===== src/rtl/vec_mag_iter.sv =====
// Iterative vector magnitude: floor (or rounded, with MAG_ROUND_EN) sqrt of x^2+y^2[+z^2].
// Latency 2W+2 cycles from accept to out_valid; in_ready only in IDLE, result held in DONE until out_ready.
module vec_mag_iter #(
    parameter int W  = 8,
    parameter int CH = 2
) (
    input  logic         clk,
    input  logic         rst_n,
    input  logic [W-1:0] in_x,
    input  logic [W-1:0] in_y,
    input  logic [W-1:0] in_z,
    input  logic         in_valid,
    output logic         in_ready,
    output logic [W:0]   out_mag,
    output logic         out_valid,
    input  logic         out_ready,
    output logic         busy
);

    localparam int S  = 2 * W + 2;
    localparam int RW = W + 2;
    localparam int CW = $clog2(W + 2);

    typedef enum logic [2:0] {
        IDLE,
        SQ,
        SUM,
        SQRT,
        DONE
    } state_t;

    state_t                   state_q, state_d;
    logic [CH-1:0][W-1:0]     comp_in;
    logic [CH-1:0][W-1:0]     mplr_q, mplr_d;
    logic [CH-1:0][2*W-1:0]   mcand_q, mcand_d;
    logic [CH-1:0][2*W-1:0]   acc_q, acc_d;
    logic [S-1:0]             rad_q, rad_d;
    logic [RW-1:0]            rem_q, rem_d;
    logic [W-1:0]             root_q, root_d;
    logic [W:0]               mag_q, mag_d;
    logic [CW-1:0]            cnt_q, cnt_d;
    logic                     vld_q, vld_d;
    logic                     busy_q, busy_d;

    logic [S-1:0]             sum;
    logic [RW+1:0]            win;
    logic [RW+1:0]            trial;
    logic                     fits;
    logic [RW-1:0]            rem_nx;
    logic [W:0]               root_nx;

    assign comp_in[0] = in_x;
    assign comp_in[1] = in_y;

    generate
        if (CH == 3) begin : g_z
            assign comp_in[CH-1] = in_z;
        end else begin : g_no_z
            logic unused_z;
            assign unused_z = ^in_z;
        end
    endgenerate

    always_comb begin
        sum = '0;
        for (int c = 0; c < CH; c++) begin
            sum = sum + S'(acc_q[c]);
        end
    end

    // One root digit per cycle: bring down the next two radicand bits, try (root<<2)|1.
    assign win     = {rem_q, rad_q[S-1 -: 2]};
    assign trial   = {2'b00, root_q, 2'b01};
    assign fits    = (trial <= win);
    assign rem_nx  = fits ? RW'(win - trial) : RW'(win);
    assign root_nx = {root_q, fits};

    always_comb begin
        state_d = state_q;
        mplr_d  = mplr_q;
        mcand_d = mcand_q;
        acc_d   = acc_q;
        rad_d   = rad_q;
        rem_d   = rem_q;
        root_d  = root_q;
        mag_d   = mag_q;
        cnt_d   = cnt_q;
        case (state_q)
            IDLE: begin
                if (in_valid) begin
                    for (int c = 0; c < CH; c++) begin
                        mplr_d[c]  = comp_in[c];
                        mcand_d[c] = {{W{1'b0}}, comp_in[c]};
                    end
                    acc_d   = '0;
                    rad_d   = '0;
                    rem_d   = '0;
                    root_d  = '0;
                    cnt_d   = '0;
                    state_d = SQ;
                end
            end
            SQ: begin
                for (int c = 0; c < CH; c++) begin
                    if (mplr_q[c][0]) begin
                        acc_d[c] = acc_q[c] + mcand_q[c];
                    end
                    mcand_d[c] = mcand_q[c] << 1;
                    mplr_d[c]  = mplr_q[c] >> 1;
                end
                cnt_d = cnt_q + 1'b1;
                if (cnt_q == CW'(W - 1)) begin
                    cnt_d   = '0;
                    state_d = SUM;
                end
            end
            SUM: begin
                rad_d   = sum;
                rem_d   = '0;
                root_d  = '0;
                cnt_d   = '0;
                state_d = SQRT;
            end
            SQRT: begin
                rad_d  = rad_q << 2;
                rem_d  = rem_nx;
                root_d = root_nx[W-1:0];
                cnt_d  = cnt_q + 1'b1;
                if (cnt_q == CW'(W)) begin
                    cnt_d = '0;
`ifdef MAG_ROUND_EN
                    // Final remainder S - r^2 exceeding r means sqrt(S) >= r + 0.5.
                    if (rem_nx > {1'b0, root_nx}) begin
                        mag_d = root_nx + {{W{1'b0}}, 1'b1};
                    end else begin
                        mag_d = root_nx;
                    end
`else
                    mag_d = root_nx;
`endif
                    state_d = DONE;
                end
            end
            DONE: begin
                if (out_ready) begin
                    state_d = IDLE;
                end
            end
            default: begin
                state_d = IDLE;
            end
        endcase
    end

    assign vld_d  = (state_d == DONE);
    assign busy_d = (state_d != IDLE);

    always_ff @(posedge clk or negedge rst_n) begin
        if (!rst_n) begin
            state_q <= IDLE;
            mplr_q  <= '0;
            mcand_q <= '0;
            acc_q   <= '0;
            rad_q   <= '0;
            rem_q   <= '0;
            root_q  <= '0;
            mag_q   <= '0;
            cnt_q   <= '0;
            vld_q   <= 1'b0;
            busy_q  <= 1'b0;
        end else begin
            state_q <= state_d;
            mplr_q  <= mplr_d;
            mcand_q <= mcand_d;
            acc_q   <= acc_d;
            rad_q   <= rad_d;
            rem_q   <= rem_d;
            root_q  <= root_d;
            mag_q   <= mag_d;
            cnt_q   <= cnt_d;
            vld_q   <= vld_d;
            busy_q  <= busy_d;
        end
    end

    assign in_ready  = (state_q == IDLE);
    assign out_mag   = mag_q;
    assign out_valid = vld_q;
    assign busy      = busy_q;

endmodule


===== config.mk =====
export PLATFORM = sky130hd
export DESIGN_NAME = vec_mag_iter
export DESIGN_NICKNAME = d
export VERILOG_FILES = /design/src/rtl/vec_mag_iter.sv
export SDC_FILE = /design/constraint.sdc
export NUM_CORES = 1
export LEC_CHECK = 0
export CAP_MARGIN = 20
export CORE_MARGIN = 2
export CORE_UTILIZATION = 45
export CTS_CLUSTER_SIZE = 20
export DETAILED_ROUTE_END_ITERATION = 10
export GPL_TIMING_DRIVEN = 0
export HOLD_SLACK_MARGIN = 0.15
export PLACE_DENSITY = 0.64
export SLEW_MARGIN = 20
export SYNTH_ARGS = -nofsm -noshare
export SYNTH_HDL_FRONTEND = slang
export SYNTH_SLANG_ARGS = --single-unit

===== constraint.sdc =====
create_clock -name clk -period 2.85 [get_ports clk]
set_input_delay 0.57 -clock clk [delete_from_list [all_inputs] [get_ports clk]]
set_output_delay 0.57 -clock clk [all_outputs]
set_load 0.02 [all_outputs]

======== Word-level counts from Yosys, hierarchy flattened ========
Cells that the tools add are included.
word-level totals
  bits in latches ......................... 0
  register bits ........................... 134
  memories kept ........................... 0
  word-level logic and storage cells ...... 65
  memory bits (writable) .................. 0
  memory bits (read-only) ................. 0
cells by class
  bitwise operators ....................... 0
  reductions and logical operators ........ 11
  shifts and indexed selects .............. 0
  $add $sub $neg .......................... 5
  muxes and demuxes ....................... 24
  order comparisons ....................... 1
  multiply operators ...................... 0
  div/mod/pow operators ................... 0
  equality and inequality tests ........... 10
operators by type and width
  cell                                                             number
  32-bit case mux with 2 select lines                              2
  32-bit two-way mux                                               2
  18-bit case mux with 3 select lines                              1
  16-bit two-way mux                                               3
  16-bit adder                                                     2
  16-bit case mux with 2 select lines                              1
  10-bit case mux with 3 select lines                              1
  8-bit case mux with 3 select lines                               1
  10-bit two-way mux                                               2
  18-bit two-way mux                                               1
  16-bit by 16-bit adder with 17-bit output                        1
  4-bit case mux with 4 select lines                               1
  3-bit case mux with 5 select lines                               1
  10-bit by 12-bit <= comparator with 1-bit output                 1
  3-bit two-way mux                                                4
  4-bit two-way mux                                                3
  10-bit subtractor                                                1
  8-bit two-way mux                                                1
  2-bit AND reduction                                              4
  3-bit by 2-bit == test with 1-bit output, second input constant  2
  3-bit == test, second input constant                             2
  2-bit != test, second input constant                             3
  3-bit AND reduction                                              2
  3-bit nonzero test                                               2
  other kinds (7)                                                  7

======== Longest topological paths before layout ========
Gate-level depths: netlist (run 1).
  depth after elaboration ................. 4
  depth in mapped cells ................... 11
  mapped depth without buffers ............ 10

======== Least setup slack after synthesis (run 1) ========
OpenSTA, ideal clock, no wires.
  kind .................................... flip-flop to flip-flop
  from .................................... register mcand_q[16] (netlist name)
  to ...................................... register acc_q[30] (netlist name)
  setup slack ............................. 0.511 ns
  period minus slack after synthesis ...... 2.339 ns
  library setup time ...................... 0.133 ns
  arrival time ............................ 2.206 ns
  stages on the path, launching flop included .. 10
  path buffers ............................ 0
  cells stage by stage .................... dfrtp_1 -> ha_1 -> fa_1 -> a211oi_1 -> o211ai_1 -> a41oi_1 -> o31ai_1 -> a21oi_1 -> xor2_1 -> o21ai_0
on the way
  longest elaborated chain between the ends .. 3
ends and longest elaborated chain
  item                                 line  RTL
  from (decl)                          35    logic [CH-1:0][2*W-1:0] mcand_q, mcand_d;
  from (signal assigned)               174   mcand_q <= mcand_d;
  16-bit adder                         106   acc_d[c] = acc_q[c] + mcand_q[c];
  16-bit two-way mux                   105   if (mplr_q[c][0]) begin
  32-bit case mux with 2 select lines  88    case (state_q)
  to (signal assigned)                 163   acc_q <= '0;
  to (signal assigned)                 175   acc_q <= acc_d;
  to (decl)                            36    logic [CH-1:0][2*W-1:0] acc_q, acc_d;
No other way between the ends. The select of a mux whose other input is x is not followed.
A chain may end at the register's enable or synchronous reset.

======== Final worst setup path (run 1) ========
  from .................................... register state_q[2]
  to ...................................... output in_ready
on the way
  longest elaborated chain between the ends .. 1
ends and longest elaborated chain
  item                    line  RTL
  from (decl)             32    state_t state_q, state_d;
  from (signal assigned)  172   state_q <= state_d;
  3-bit logical NOT       186   assign in_ready = (state_q == IDLE);
  to (decl)               13    output logic in_ready,
No other way between the ends.

==> impl_metrics.toml, run 1 <==
[synthesis]
syn_area_per_cell_um2 = 9.038
synth_edf_count = 0
mappedNetlistArea_um2 = 7999
postSynth.asyncResetShare_pct = 100.0
synth_ff_type = "sky130_fd_sc_hd__dfrtp_1"
yosysUniqueCellTypes = 61
ys_seq_elements = 134
yosysSeqAreaShare_pct = 41.92
yosysWarnings = 0
postSynthCellCount = 885
synth_net_count = 980

[timing]
period_minus_slack_ns = 2.713
slew_headroom_pct = 57.54
fin_setup_tns_ns = 0
rsz0062_at_grt = "no"
fin_skew_ns = 0.008209
period_share_pct = 95.20
timing.fmax_mhz = 368.6
final-max-slew-violation-count = 0
finalSetupViolCount = 0
worst_pin_slew_ns = 0.6370
total_count_of_hold_check_failures_in_the_final_report = 0
post-route-worst-setup-slack_ns = 0.1367
final.hold.worst_slack_ns = 0.1370

[clock_network]
path_clk_slew_ns = 0.06
cts_max_level = 4
ctsLongestPathBuffers = 2
clock_sink_count = 134
tritoncts_clock_tree = "built"
cts_root_buffer = "sky130_fd_sc_hd__clkbuf_16"
latest_clock_arrival_within_the_worst_skew_pair_ns = 0.43
cts-buffers-inserted = 17

[pwr]
switching_share_pct = 43.00
netSwitchingPower_uw = 4352
combPwrFrac_pct = 46.1
power_per_cell_area_nw_per_um2 = 1093
sequentialPowerShare_pct = 31.0
cellLeakagePower_uw = 0.004167
intPower_uw = 5769
power.share.clock_pct = 22.9
ir_worst_vdd_mv = 0.6021

[cells_and_area]
insertedDiodeCount = 0
syn2layout_area_growth_pct = 15.77
mostFrequentLayoutCells = "147 x sky130_fd_sc_hd__nand2_1, 134 x sky130_fd_sc_hd__dfrtp_1, 120 x sky130_fd_sc_hd__o21ai_0"
layout_commonest_cell = "sky130_fd_sc_hd__nand2_1"
drive_gt1_share_pct = 6.955
fraction_of_the_core_area_covered_by_cells_at_the_end_of_the_flow_pct = 53.35
nNetsFinal = 1031

[placed_design]
finalWeightedCongestion = 0.9137
port_buffers = 31
dp_worst_setup_slack_ns = 0.1823
hpwlAfterDp_um = 14360

[floorplanning]
floorplan.io_pins = 40
chipHeight_um = 137.3
fp.dieW_um = 137.3
core.rowCount = 48
core-area_um2 = 17360
initial_core_util_pct = 46.09
fp.dieArea_um2 = 18860

[worst_setup_path]
setup.worst_path.end_class = "output port"
critPathBufInv = 2
worst_r2r_endpoint = "acc_q[15]"
start_kind = "flip-flop"
critical-path-slowest-cell = "sky130_fd_sc_hd__clkdlybuf4s50_1"
worst-endpoint-arrival_ns = 2.14
max_stage_delay_ns = 0.64
r2r-start = "mcand_q[6]"
cp_cell_sequence = "nor3_4 -> clkbuf_2 -> clkdlybuf4s50_1"
r2r_slack_ns = 0.23
setup_cp_type = "reg -> out"
timing.critical_path.to = "in_ready"
worst_path_dominant_cell_family = "buffers and inverters"
critPathRequiredTime_ns = 2.28
cp_num_cells = 3
crit_fanout = 10
startpoint = "state_q[2]"
r2r_cells = 8

[drt]
route.detailed.wl_per_inst_um = 16.42
drt_iter0_drc = 340
post-route-drc-count = 0
drt_first_pass_iters = 4
viasPerCell = 5.558
detail_route.wirelength_um = 19280
via_count = 6525
drtAntennaViolNets = 0

[grt]
grt_start_max_net_pins = 84
global_route_usage_sum_pct = 22.28
global_route_total_overflow = 0
grt_pass1_wl_um = 32570
number_of_antenna_violations_at_the_first_check_in_global_routing = 0
vias_in_the_first_global_route = 6400

[status]
outcome = "complete, no violations"

[run]
max_cap_viols = 0

[min_path]
worstHoldPathType = "in -> async"
## power groups by stage
stage          Clock (µW)  Sequential [µW]  Combinational (µW)
6_report             2320             3130                4670
5_1_grt              2440             3220                5300
4_1_cts              2350             3120                4670
3_5_place_dp            0             3140                4630
3_3_place_gp            0             3140                4590
2_1_floorplan           0             2950                3500
## metrics by stage
stage	total power [µW]	area, µm²	std cells
6_report	10120	9260	1174
5_1_grt	10950	9260	1174
4_1_cts	10150	9246	1174
3_5_place_dp	7772	8623	1142
3_3_place_gp	7729	8591	1141
2_1_floorplan	6456	7999	885
## worst reg2reg max path, stage by stage (launching register included)
cell	delay (ns)
sky130_fd_sc_hd__dfrtp_1	0.44
sky130_fd_sc_hd__ha_1	0.38
sky130_fd_sc_hd__a21oi_1	0.22
sky130_fd_sc_hd__o21ai_0	0.19
sky130_fd_sc_hd__a41oi_2	0.35
sky130_fd_sc_hd__o21bai_2	0.14
sky130_fd_sc_hd__a211oi_1	0.36
sky130_fd_sc_hd__mux2i_1	0.27
sky130_fd_sc_hd__mux2i_1	0.19
## repair_timing
action                     4_1_cts  5_1_grt
resized for setup                2        2
hold buffers                     0        0
setup endpoints to repair        1        2
buffers inserted                 0        0
## cells in the mapped netlist, types with 7 or more instances
library cell	instances	area share, %
sky130_fd_sc_hd__a211oi_1	11	1.0
sky130_fd_sc_hd__a21o_1	20	1.9
sky130_fd_sc_hd__a21oi_1	79	4.9
sky130_fd_sc_hd__a22oi_1	10	0.94
sky130_fd_sc_hd__and3_1	13	1.0
sky130_fd_sc_hd__clkbuf_1	28	1.3
sky130_fd_sc_hd__dfrtp_1	134	42
sky130_fd_sc_hd__ha_1	64	10
sky130_fd_sc_hd__inv_1	32	1.5
sky130_fd_sc_hd__mux2_2	8	1.1
sky130_fd_sc_hd__nand2_1	147	6.9
sky130_fd_sc_hd__nand2b_1	7	0.55
sky130_fd_sc_hd__nand3_1	16	1.0
sky130_fd_sc_hd__nand4_1	8	0.63
sky130_fd_sc_hd__nor2_1	30	1.4
sky130_fd_sc_hd__nor3_1	10	0.63
sky130_fd_sc_hd__o21ai_0	120	7.5
sky130_fd_sc_hd__o21bai_1	7	0.66
sky130_fd_sc_hd__xnor2_1	22	2.4
sky130_fd_sc_hd__xor2_1	25	2.7
## area by class of cell
| type | count | area [µm²] |
|---|---|---|
| Fill cell | 1548 | 8097 |
| Multi-Input combinational cell | 677 | 4360 |
| Sequential cell | 134 | 3353 |
| Clock buffer | 17 | 425.4 |
| Timing Repair Buffer | 32 | 342.8 |
| Tap cell | 225 | 281.5 |
| Clock inverter | 15 | 191.4 |
| Buffer | 42 | 185.2 |
| Inverter | 32 | 120.1 |
## kinds of logic (layout without fill, tap and decap cells)
kind of cell | Yosys count | after routing | synth area share [%]
adders and majority gates | 67 | 67 | 10.76
muxes | 14 | 14 | 1.877
xor gates and xnor gates | 47 | 47 | 5.146
DFF | 134 | 134 | 41.92
buffers and inverters | 74 | 138 | 3.801
AOI/OAI and AO/OA | 299 | 299 | 22.67
and+or+nand+nor | 250 | 250 | 13.83
## state kept, by name, indices dropped and copies added (netlist names)
register / count
busy: 1
out_valid: 1
rad_q: 18
state_q: 3
rem_q: 10
root_q: 8
mplr_q: 16
out_mag: 9
acc_q: 32
mcand_q: 32
cnt_q: 4
## layer usage
layer,share of wire [%],up-vias,GRT usage (%)
met5,0,-,0
met4,2.0,0,7.503
met3,3.8,25,4.341
met2,48,126,36.35
met1,46,3122,29.73
li1,-,3252,-
## worst min path at each step
| stage | depth (start not counted) | end | slack, ns |
|---|---|---|---|
| after floorplan | 0 | acc_q[0] | 0.27 |
| after global placement | 2 | mplr_q[3] | 0.46 |
| after detailed placement | 1 | mplr_q[0] | 0.46 |
| after CTS | 1 | root_q[6] | 0.15 |
| after global routing | 1 | root_q[5] | 0.19 |
| final | 1 | root_q[5] | 0.14 |
No activity file was read; power rests on OpenSTA's default activity.
==> run 2: changes to the inputs <==
- GPL_TIMING_DRIVEN: 0 -> unset
==> run 2 against run 1 <==
Effect of this change:
- via count shrank 3.5%
- sequential power is essentially flat
- worst setup slack lost 0.017 ns
==> impl_metrics.toml, run 2 (synthesis results as in run 1) <==
[worst_setup_path]
startpoint = "state_q[1]"
start_kind = "flip-flop"
r2r-start = "mcand_q[16]"
setup_cp_type = "reg -> out"
setup.worst_path.end_class = "output port"
crit_fanout = 13
r2r_slack_ns = 0.25
worst-endpoint-arrival_ns = 2.16
critPathRequiredTime_ns = 2.28

[clock_network]
tritoncts_clock_tree = "built"
ctsLongestPathBuffers = 2
cts_setup_buffers = 0
cts-buffers-inserted = 17
path_clk_slew_ns = 0.06
clock_sink_count = 134
cts_max_level = 4
cts_root_buffer = "sky130_fd_sc_hd__clkbuf_16"
latest_clock_arrival_within_the_worst_skew_pair_ns = 0.43

[floorplanning]
initial_core_util_pct = 46.09
core.rowCount = 48
fp.dieArea_um2 = 18860
floorplan.io_pins = 40
fp.dieW_um = 137.3
core-area_um2 = 17360
chipHeight_um = 137.3

[cells_and_area]
insertedDiodeCount = 0
syn2layout_area_growth_pct = 15.49
mostFrequentLayoutCells = "147 x sky130_fd_sc_hd__nand2_1, 134 x sky130_fd_sc_hd__dfrtp_1, 120 x sky130_fd_sc_hd__o21ai_0"
nNetsFinal = 1008
stdcell_count = 1151
largest_registers = "acc_q x32, mcand_q x32, rad_q x18"
fraction_of_the_core_area_covered_by_cells_at_the_end_of_the_flow_pct = 53.22
layout_commonest_cell = "sky130_fd_sc_hd__nand2_1"
drive_gt1_share_pct = 7.991
n_fill_cell = 1540

[grt]
grt_pass1_wl_um = 30500
global_route_usage_sum_pct = 20.47
number_of_antenna_violations_at_the_first_check_in_global_routing = 0
vias_in_the_first_global_route = 6237
grt_start_max_net_pins = 73
global_route_total_overflow = 0

[drt]
detail_route.wirelength_um = 17560
drt_first_pass_iters = 4
viasPerCell = 5.469
via_count = 6295
post-route-drc-count = 0
drt_iter0_drc = 289
drtAntennaViolNets = 0
route.detailed.wl_per_inst_um = 15.26

[timing]
period_share_pct = 95.81
worst_pin_slew_ns = 0.7059
final-max-slew-violation-count = 0
post-route-worst-setup-slack_ns = 0.1193
slew_headroom_pct = 52.94
rsz0062_at_grt = "no"
total_count_of_hold_check_failures_in_the_final_report = 0
finalSetupViolCount = 0
period_minus_slack_ns = 2.731
fin_skew_ns = 0.008771
fin_setup_tns_ns = 0
timing.fmax_mhz = 366.2

[placed_design]
hpwlAfterDp_um = 12850
placedCellCount = 1118
port_buffers = 31
dp_worst_setup_slack_ns = 0.2225
finalWeightedCongestion = 0.9103

[pwr]
cellLeakagePower_uw = 0.004173
ir_worst_vdd_mv = 0.9573
total_power_uw = 9896
power_per_cell_area_nw_per_um2 = 1071

[run]
max_cap_viols = 0

[min_path]
timing.hold.worst.start = "mplr_q[4]"
worstHoldPathType = "reg -> reg"

[status]
outcome = "complete, no violations"
run 2: worst paths after layout:
path | endpoint | depth (start not counted)
worst max-delay path | in_ready | 2
worst min-delay path | mplr_q[3] | 2
worst max register to register | acc_q[30] | 9
worst min register to register | mplr_q[3] | 2
max in group asynchronous | mplr_q[13] | 3
min in group asynchronous | out_mag[5] | 2
run 2: per-layer routing:
metal	global-route usage [%]	routed length, µm	up-vias
met2	33.20	8321	72
met3	4.341	477	22
li1	-	-	3211
met5	0	0	-
met1	27.62	8505	2990
met4	6.014	257	0
run 2: timing repair:
| action | in CTS | in global routing |
|---|---|---|
| hold buffers | 1 | 0 |
| resized for setup | 0 | 1 |
| hold endpoints to repair | 33 | 0 |
| endpoints found under the setup margin | 0 | 1 |
run 2: layout make-up:
| type | instances | area (µm²) | share of cell area (%) |
|---|---|---|---|
| Timing Repair Buffer | 51 | 501.7 | 5.431 |
| Multi-Input combinational cell | 677 | 4354 | 47.14 |
| Tap cell | 225 | 281.5 | 3.048 |
| Clock buffer | 18 | 429.2 | 4.646 |
| Sequential cell | 134 | 3353 | 36.30 |
| Clock inverter | 14 | 197.7 | 2.140 |
| Inverter | 32 | 120.1 | 1.300 |
run 2: critical path, cell delays in order, from the launching register on:
cell                              delay [ns]
sky130_fd_sc_hd__dfrtp_1                0.51
sky130_fd_sc_hd__nor3_1                 0.50
sky130_fd_sc_hd__clkdlybuf4s50_1        0.72
run 2: where the power goes:
part           total [µW]  internal (µW)  leakage [µW]  switching, µW
Sequential           3120           2520       0.00178            599
Combinational        4420           1830       0.00211           2590
Clock                2350           1470      0.000290            882
run 2: stage by stage:
stage / hold slack [ns] / cell area, µm²
floorplan: 0.2744 / 7999
global placement: 0.4580 / 8593
detailed placement: 0.4647 / 8593
CTS: 0.4795 / 9230
global route: 0.5108 / 9238
finish: 0.4740 / 9238
==> run 3: changes to the inputs <==
- CAP_MARGIN: 20 -> unset
==> results of run 3 <==
Same layout as run 2: the final DEF is identical, and so are final timing and power.
